$ cat src/rtl/event_packer.sv
// Event packer: buffers completed events and serializes them, plus period time-tag frames,
// as 16-bit words on a valid/ready link.
module event_packer #(
  parameter int NCH   = 4,
  parameter int EW    = 16,
  parameter int DEPTH = 4
) (
  input  logic              clk,
  input  logic              rst_n,
  input  logic              done,
  input  logic              stall,
  input  logic [19:0]       start_time,
  input  logic [47:0]       start_period,
  input  logic [NCH*EW-1:0] energy,
  input  logic              period_done,
  input  logic [47:0]       period,
  output logic [15:0]       dout,
  output logic              dout_valid,
  input  logic              dout_ready,
  output logic [7:0]        dropped,
  output logic              busy
);

  localparam int ENT_W = 28 + NCH * EW;
  localparam int AW    = $clog2(DEPTH);
  localparam int IW    = $clog2(NCH + 2);
  localparam logic [IW-1:0] EVT_LAST = IW'(NCH + 1);
  localparam logic [IW-1:0] TAG_LAST = IW'(3);

  typedef enum logic [1:0] {S_IDLE, S_EVT, S_TAG} state_t;

  // Entry layout: {start_time[19:0], start_period[7:0], energy}
  function automatic logic [15:0] evt_word(input logic [ENT_W-1:0] ent, input logic [IW-1:0] idx);
    logic [15:0] w;
    w = '0;
    if (idx == '0) begin
      w = {4'b1010, ent[ENT_W-1 -: 12]};
    end else if (idx == IW'(1)) begin
      w = {ent[ENT_W-13 -: 8], ent[NCH*EW +: 8]};
    end else begin
      for (int c = 0; c < NCH; c++) begin
        if (idx == IW'(c + 2)) w[EW-1:0] = ent[c*EW +: EW];
      end
    end
    return w;
  endfunction

  function automatic logic [15:0] tag_word(input logic [47:0] p, input logic [IW-1:0] idx);
    logic [15:0] w;
    if (idx == '0)          w = {4'b1100, p[47:36]};
    else if (idx == IW'(1)) w = p[35:20];
    else if (idx == IW'(2)) w = p[19:4];
    else                    w = {p[3:0], 12'h000};
    return w;
  endfunction

  state_t             state_q, state_d;
  logic [AW:0]        wr_ptr_q, wr_ptr_d, rd_ptr_q, rd_ptr_d;
  logic [ENT_W-1:0]   fifo_q [DEPTH];
  logic [ENT_W-1:0]   frame_q, frame_d;
  logic [47:0]        frame_tag_q, frame_tag_d;
  logic [47:0]        tag_reg_q, tag_reg_d;
  logic               tag_pending_q, tag_pending_d;
  logic [IW-1:0]      idx_q, idx_d;
  logic [15:0]        dout_q, dout_d;
  logic               dout_valid_q, dout_valid_d;
  logic [7:0]         dropped_q, dropped_d;

  logic               empty, full, push, accept, last_word, tag_go, frame_end;
  logic [ENT_W-1:0]   wdata, head;
  logic               unused_period_hi;

  assign unused_period_hi = ^start_period[47:8];

  assign empty     = (wr_ptr_q == rd_ptr_q);
  assign full      = (wr_ptr_q[AW] != rd_ptr_q[AW]) && (wr_ptr_q[AW-1:0] == rd_ptr_q[AW-1:0]);
  assign push      = done && !full;
  assign wdata     = {start_time, start_period[7:0], energy};
  assign head      = fifo_q[rd_ptr_q[AW-1:0]];
  assign accept    = dout_valid_q && dout_ready;
  assign last_word = ((state_q == S_EVT) && (idx_q == EVT_LAST)) ||
                     ((state_q == S_TAG) && (idx_q == TAG_LAST));
  assign frame_end = accept && last_word;
  assign tag_go    = tag_pending_q && !stall;

  // State register
  always_ff @(posedge clk) begin
    if (!rst_n) state_q <= S_IDLE;
    else        state_q <= state_d;
  end

  // Next-state logic
  always_comb begin
    state_d = state_q;
    case (state_q)
      S_IDLE: begin
        if (tag_go)      state_d = S_TAG;
        else if (!empty) state_d = S_EVT;
      end
      S_EVT, S_TAG: begin
        if (frame_end) state_d = S_IDLE;
      end
      default: state_d = S_IDLE;
    endcase
  end

  // Output / datapath logic
  always_comb begin
    frame_d      = frame_q;
    frame_tag_d  = frame_tag_q;
    idx_d        = idx_q;
    dout_d       = dout_q;
    dout_valid_d = dout_valid_q;
    case (state_q)
      S_IDLE: begin
        if (tag_go) begin
          frame_tag_d  = tag_reg_q;
          idx_d        = '0;
          dout_d       = tag_word(tag_reg_q, '0);
          dout_valid_d = 1'b1;
        end else if (!empty) begin
          frame_d      = head;
          idx_d        = '0;
          dout_d       = evt_word(head, '0);
          dout_valid_d = 1'b1;
        end
      end
      S_EVT: begin
        if (accept) begin
          if (last_word) begin
            dout_valid_d = 1'b0;
          end else begin
            idx_d  = idx_q + IW'(1);
            dout_d = evt_word(frame_q, idx_q + IW'(1));
          end
        end
      end
      S_TAG: begin
        if (accept) begin
          if (last_word) begin
            dout_valid_d = 1'b0;
          end else begin
            idx_d  = idx_q + IW'(1);
            dout_d = tag_word(frame_tag_q, idx_q + IW'(1));
          end
        end
      end
      default: dout_valid_d = 1'b0;
    endcase
  end

  // FIFO slot is released only when its frame completes, so the entry being sent still occupies space.
  always_comb begin
    wr_ptr_d = wr_ptr_q + (push ? (AW+1)'(1) : '0);
    rd_ptr_d = rd_ptr_q + ((frame_end && (state_q == S_EVT)) ? (AW+1)'(1) : '0);
  end

  always_comb begin
    tag_reg_d     = period_done ? period : tag_reg_q;
    tag_pending_d = period_done || (tag_pending_q && !(frame_end && (state_q == S_TAG)));
    dropped_d     = dropped_q;
    if (done && full && (dropped_q != 8'hFF)) dropped_d = dropped_q + 8'd1;
  end

  always_ff @(posedge clk) begin
    if (push) fifo_q[wr_ptr_q[AW-1:0]] <= wdata;
  end

  always_ff @(posedge clk) begin
    if (!rst_n) begin
      wr_ptr_q      <= '0;
      rd_ptr_q      <= '0;
      frame_q       <= '0;
      frame_tag_q   <= '0;
      tag_reg_q     <= '0;
      tag_pending_q <= 1'b0;
      idx_q         <= '0;
      dout_q        <= '0;
      dout_valid_q  <= 1'b0;
      dropped_q     <= '0;
    end else begin
      wr_ptr_q      <= wr_ptr_d;
      rd_ptr_q      <= rd_ptr_d;
      frame_q       <= frame_d;
      frame_tag_q   <= frame_tag_d;
      tag_reg_q     <= tag_reg_d;
      tag_pending_q <= tag_pending_d;
      idx_q         <= idx_d;
      dout_q        <= dout_d;
      dout_valid_q  <= dout_valid_d;
      dropped_q     <= dropped_d;
    end
  end

  assign dout       = dout_q;
  assign dout_valid = dout_valid_q;
  assign dropped    = dropped_q;
  assign busy       = (state_q != S_IDLE) || !empty || tag_pending_q;

endmodule

$ cat config.mk
export PLATFORM = sky130hd
export DESIGN_NAME = event_packer
export DESIGN_NICKNAME = d
export VERILOG_FILES = /design/src/rtl/event_packer.sv
export SDC_FILE = /design/constraint.sdc
export NUM_CORES = 1
export LEC_CHECK = 0
export CORE_MARGIN = 1
export CORE_UTILIZATION = 62
export CTS_CLUSTER_SIZE = 28
export DETAILED_ROUTE_END_ITERATION = 8
export GPL_TIMING_DRIVEN = 1
export PLACE_DENSITY = 0.86
export SKIP_LAST_GASP = 1
export SYNTH_ARGS = -nofsm -noshare
export SYNTH_HDL_FRONTEND = slang
export SYNTH_SLANG_ARGS = --single-unit
$ cat constraint.sdc
create_clock -name clk -period 22.1 [get_ports clk]
set_input_delay 4.42 -clock clk [delete_from_list [all_inputs] [get_ports clk]]
set_output_delay 4.42 -clock clk [all_outputs]
set_load 0.005 [all_outputs]
* Word level (Yosys, flattened, before mapping)
Memories as Yosys holds them, arrays and structs flattened. A register that Yosys moved wholly into a read port is not among the register bits.
Cells that the tools add are included.
** Cells by class
- $add $sub $neg :: 4
- Multiply operators :: 0
- Div/mod/pow operators :: 0
- $lt $le $gt $ge :: 0
- Equality and inequality tests :: 22
- Shift operators :: 0
- Muxes and demuxes :: 35
- Bitwise operators :: 2
- Reduce and logical (&&, ||, !) cells :: 32
** Operator list (count)
- 16-bit 2-to-1 mux :: 15
- 16-bit one-hot mux with 3 select lines :: 1
- 1-bit logical AND :: 12
- 3-bit 2-to-1 mux :: 4
- 2-bit inequality test (second input constant) :: 5
- 3-bit by 2-bit equality test with 1-bit output (second input constant) :: 3
- 3-bit equality test (second input constant) :: 3
- 8-bit by 1-bit adder with 8-bit output (second input constant) :: 1
- 1-bit 2-to-1 mux :: 8
- 2-bit 2-to-1 mux :: 4
- 8-bit inequality test (second input constant) :: 1
- 3-bit by 1-bit adder with 3-bit output :: 2
- 2-bit by 1-bit inequality test with 1-bit output (second input constant) :: 3
- 3-bit one-hot mux with 2 select lines :: 1
- 3-bit AND reduction :: 2
- 6-bit AND reduction :: 1
- 1-bit logical NOT :: 4
- 1-bit logical OR :: 4
- 2-bit one-hot mux with 2 select lines :: 1
- 2-bit AND reduction :: 2
- 4-bit AND reduction :: 1
- 2-bit nonzero test :: 2
- 3-bit by 1-bit adder with 3-bit output (second input constant) :: 1
- 3-bit by 1-bit equality test with 1-bit output (second input constant) :: 1
- other kinds (12) :: 13
** Storage, ports and cells
- Register bits :: 225
- Bits in latches :: 0
- Memory bits (writable) :: 368
- ROM bits :: 0
- Input bits :: 186
- Output and inout port bits :: 26
- Logic and storage cells :: 107
- Memories :: 1
** Memories
- fifo_q :: depth 4, width 92, read ports 1, clocked after memory_dff 1, write ports 1, RTL line 59 : logic [ENT_W-1:0] fifo_q [DEPTH];

* Longest topological paths before layout
- Depth in word-level cells :: 11
- Depth in mapped cells :: 10
- Mapped depth without buffers :: 9

* Worst setup path before layout
No wires, ideal clock.
- Kind :: input -> register
- From :: input done
- To :: memory fifo_q[2][0] (netlist bit) (enable)
- Library setup time :: 0.674 ns
- Data arrival time :: 11.208 ns
- Required time :: 21.426 ns
- Path slack :: 10.218 ns
- Stages on the path :: 2
- Buffers on the path :: 0
- Path through :: nand2_1 -> nor3b_1
** Between the ends
- Longest elaborated chain between the ends :: 3
** RTL lines
- start, declared :: RTL line 10 : input logic done,
- 1-bit logical AND :: RTL line 77 : assign push = done && !full;
- 1-bit 2-to-1 mux :: RTL line 166 : if (push) fifo_q[wr_ptr_q[AW-1:0]] <= wdata;
- 1-bit 2-to-1 mux (not written as such) :: RTL line 166
- end, declared :: RTL line 59
Every way passes these cells.

* Worst setup path in the final report
- From :: register rd_ptr_q[0]
- To :: output busy
** Between the ends
- Longest elaborated chain between the ends :: 4
** RTL lines
- start, declared :: RTL line 58 : logic [AW:0] wr_ptr_q, wr_ptr_d, rd_ptr_q, rd_ptr_d;
- start signal, assigned :: RTL line 183 : rd_ptr_q <= rd_ptr_d;
- 3-bit equality test :: RTL line 75 : assign empty = (wr_ptr_q == rd_ptr_q);
- 1-bit logical NOT :: RTL line 198 : assign busy = (state_q != S_IDLE) || !empty || tag_pending_q;
- 1-bit logical OR (2 in series) :: RTL line 198
- end, declared :: RTL line 21 : output logic busy
Every way passes these cells.

==> results list <==
- Ant. Diodes: 0
- Wire length per cell after detailed routing: approximately 23 um
- The worst hold path passes through 2 cells.
- Die X: roughly 200 um
- The longest clock path from root to sink contains 3 buffers.
- Reg2Reg Setup Slack: about 18 ns
* Post-Route Skew: 0.0114 ns
- Number of nets in the layout: a little over 2000
* Setup repair after global routing missed its margin: no
- Worst slew slack as a fraction of its limit: 0.254
* Area of the die: between 30000 and 40000 um^2
- Top cell type by total area after synthesis: edfxtp_1
* Final hold vios: 0
* Reg2Reg Depth: 8
- After synthesis, the cell types taking the most area are edfxtp_1 (47%), dfxtp_1 (19%), mux4_2 (8.8%).
* Number of nets produced by synthesis: 1902
* Total iterations of the first detailed-routing run: 5
- Wires add up to between 50000 and 60000 um.
- The via count of the first global-routing pass came to around 15000.
* Crit Reg-Reg Endpoint: dout[1]
* Top FF cell, synth: edfxtp_1
* Count of unique library cells instantiated by Yosys: 52
* Total half-perimeter wirelength after legalization and detailed placement: 33600 um
* Pin count of the biggest net entering global routing: 114
* Count of unresolved DRC violations after routing: 0
- Type of the worst setup path: register to output port
- For the pin with the worst max-slew slack, the measured transition is 1.12 ns.
- Across the run, the number of max-cap violations was 0.
- Post-detailed-route via-to-cell ratio: 6.13
- In this run, placement finished with an instance count of approximately 2300.
- After clock tree synthesis, the clock-pin slew on the worst setup and hold paths is 0.07 ns.
* Clock group share of total power: 0.393
* Root Buffer: clkbuf_16
* Total of endpoints with negative setup slack in the final report: 0
- Instance count of the mapped netlist: ~1700
* Vias: 14600
- For this run, the number of Yosys warnings is 0.
- Synth Area per Inst: approximately 14 um^2
* Hold WC Path Type: register to register
* Starting utilization of the core area: 0.636
- Endpoint with the worst hold slack: dout[2]
- In this run the post-CTS setup repair buffer count came out at 0.
- Insertion delay of the later-clocked pin in the worst-skew pair: 0.61 ns
* Setup crit end kind: output port
* Internal power: approximately 2 mW
* Total power density per cell area: between 90 and 100 nW/um^2
- WP data arrival: approximately 3.3 ns
* Most common library cell in the layout ignoring fill and taps: edfxtp_1
* Switching Share: 0.239
- Post-cts hold buffer count: 0
- In this run, synthesis produced a sequential element count of 593.
* Deepest level of the CTS H-tree: 2
- The worst setup path is launched from a register.
- The run finished with clean final reports.
- ~210 I/O pins were placed.
- The cell area that synthesis handed to floorplanning was 23500 um^2.
- Post-DRT Antenna Nets: 0
- Setup TNS: 0 ns
- Across the VDD grid, the largest voltage drop is between 90 and 100 uV.
- Of the available clock period, the critical path in the final layout requires 0.347.
* Cells resized by post-CTS repair: 0
* Maximum fanout along the worst path: 46
- Fraction of registers with async set or reset after synthesis: 0
* Area share of the leading cell type in the synthesized netlist: 0.470
- Switching pwr: slightly above 0.6 mW
- DRC marker count from the first detailed-route iteration: 1568
- Leakage: 9.10 nW
* Final worst path period need: about 7.7 ns
* Number of port buffers: 171
- From bottom edge to top edge, the die measures 197 um.
- Yosys mapped a number of flops with a built-in enable equal to roughly 370.
- Aggregate global routing overflow: 0
* Standard-cell row count: 70
- Of the synthesized area, sequential elements account for 0.662.
- At the worst endpoint, the required time is ~18 ns.
- Final Max Slew Viols: 0
- The library cells used most frequently in the layout, excluding fill and tap cells, are edfxtp_1 (368), nand2_1 (339), dfxtp_1 (223).
* Core outline area: between 30000 and 40000 um^2
- The number of antenna violations at the first check in global routing came to 0.
- The finished layout holds about 2400 standard cells, fillers aside.
- In the final layout, the share of cells above drive strength 1 is 0.118.
* Total CTS buffers: 57
- Of the total power, registers draw 0.502.
- In this run the most critical hold path is launched from dout[2].
- Share of total power in combinational logic: 0.105
* Overall track demand over capacity in global routing: 0.289
- TritonCTS Sinks: about 600
* CTS tree: built
- RePlAce Congestion: 0.896
* Launching point of the worst reg2reg path: idx_q[0]
- Achievable clock frequency: about 130 MHz
* Global-route wire length before repair: approximately 85000 um
- Area growth from synthesis to layout: 17.0%
[stage by stage]
| step | hold slack [ns] | setup slack, ns | util | power, mW | cell area (um^2) |
|---|---|---|---|---|---|
| final | 0.463 | 14.42 | 0.744 | 2.55 | 27500 |
| after global routing | 0.484 | 14.11 | 0.744 | 2.63 | 27500 |
| after CTS | 0.463 | 14.34 | 0.744 | 2.56 | 27500 |
| after detailed placement | 0.454 | 14.51 | 0.691 | 1.56 | 25500 |
| after global placement | 0.450 | 14.64 | 0.691 | 1.55 | 25500 |
| after floorplan | 0.438 | 10.22 | - | 1.45 | 23500 |
[cell type report]
class	instances	area, um^2
fill	2246	9470
sequential	593	15600
clock buffer	71	1530
timing repair buffer	192	1860
clock inverter	36	424
tap	504	631
multi-input combinational	972	7420
inverter	16	60.1
[critical path, cell delays in order, from the launching register on]
cell	delay [ns]
dfxtp_4	0.97
xor2_1	0.27
nor3b_2	0.66
nand3b_1	0.24
clkdlybuf4s50_1	0.50
[flip-flops by register name (all words and copies together), names as in the netlist]
| register | count |
|---|---|
| tag_pending_q | 1 |
| dout | 16 |
| wr_ptr_q | 3 |
| idx_q | 3 |
| fifo_q | 368 |
| dropped | 8 |
| frame_tag_q | 48 |
| frame_q | 92 |
| rd_ptr_q | 3 |
| state_q | 2 |
| tag_reg_q | 48 |
| dout_valid | 1 |
[kinds of logic after synthesis]
kind of cell	count (synthesis)	share of synthesized area
compound gates	316	0.0993
xor+xnor	11	0.00410
fa+ha+maj	15	0.00799
buf+inv	136	0.0233
flops	593	0.662
mux	142	0.110
simple gates	488	0.0935
[layer usage]
layer  up-vias  track usage  part of all wire
li1       6552            -                 -
met1      7260        0.383              0.39
met2       702        0.496              0.51
met3       103       0.0406             0.080
met4         0       0.0927             0.028
met5         -            0                 0
[Yosys cell counts (13+ instances only)]
| library cell | instances |
|---|---|
| a21boi_0 | 149 |
| ha_1 | 15 |
| nand2_1 | 339 |
| and2_1 | 19 |
| nand3_1 | 21 |
| mux4_2 | 92 |
| nor2b_1 | 80 |
| buf_2 | 29 |
| o2bb2ai_1 | 14 |
| a211o_1 | 13 |
| edfxtp_1 | 368 |
| a21oi_1 | 27 |
| mux2i_1 | 50 |
| dfxtp_1 | 225 |
| a221oi_1 | 20 |
| o21ai_0 | 22 |
| inv_1 | 16 |
| clkbuf_1 | 86 |
[power groups by stage]
stage               Sequential, mW  Combinational [mW]  Clock (mW)
floorplan                     1.30               0.155           0
global placement              1.30               0.254           0
detailed placement            1.30               0.261           0
CTS                           1.28               0.265        1.02
global route                  1.29               0.288        1.06
finish                        1.28               0.268        1.00
[worst max path at each step]
stage,start,end,slack [ns],cells after the start
after floorplan,done,fifo_q[2][0],10.22,2
after global placement,stall,frame_q[48],14.64,7
after detailed placement,stall,frame_q[1],14.51,7
after CTS,rd_ptr_q[0],busy,14.34,4
after global routing,rd_ptr_q[0],busy,14.11,4
final,rd_ptr_q[0],busy,14.42,4
(Power assumes the default switching activity.)
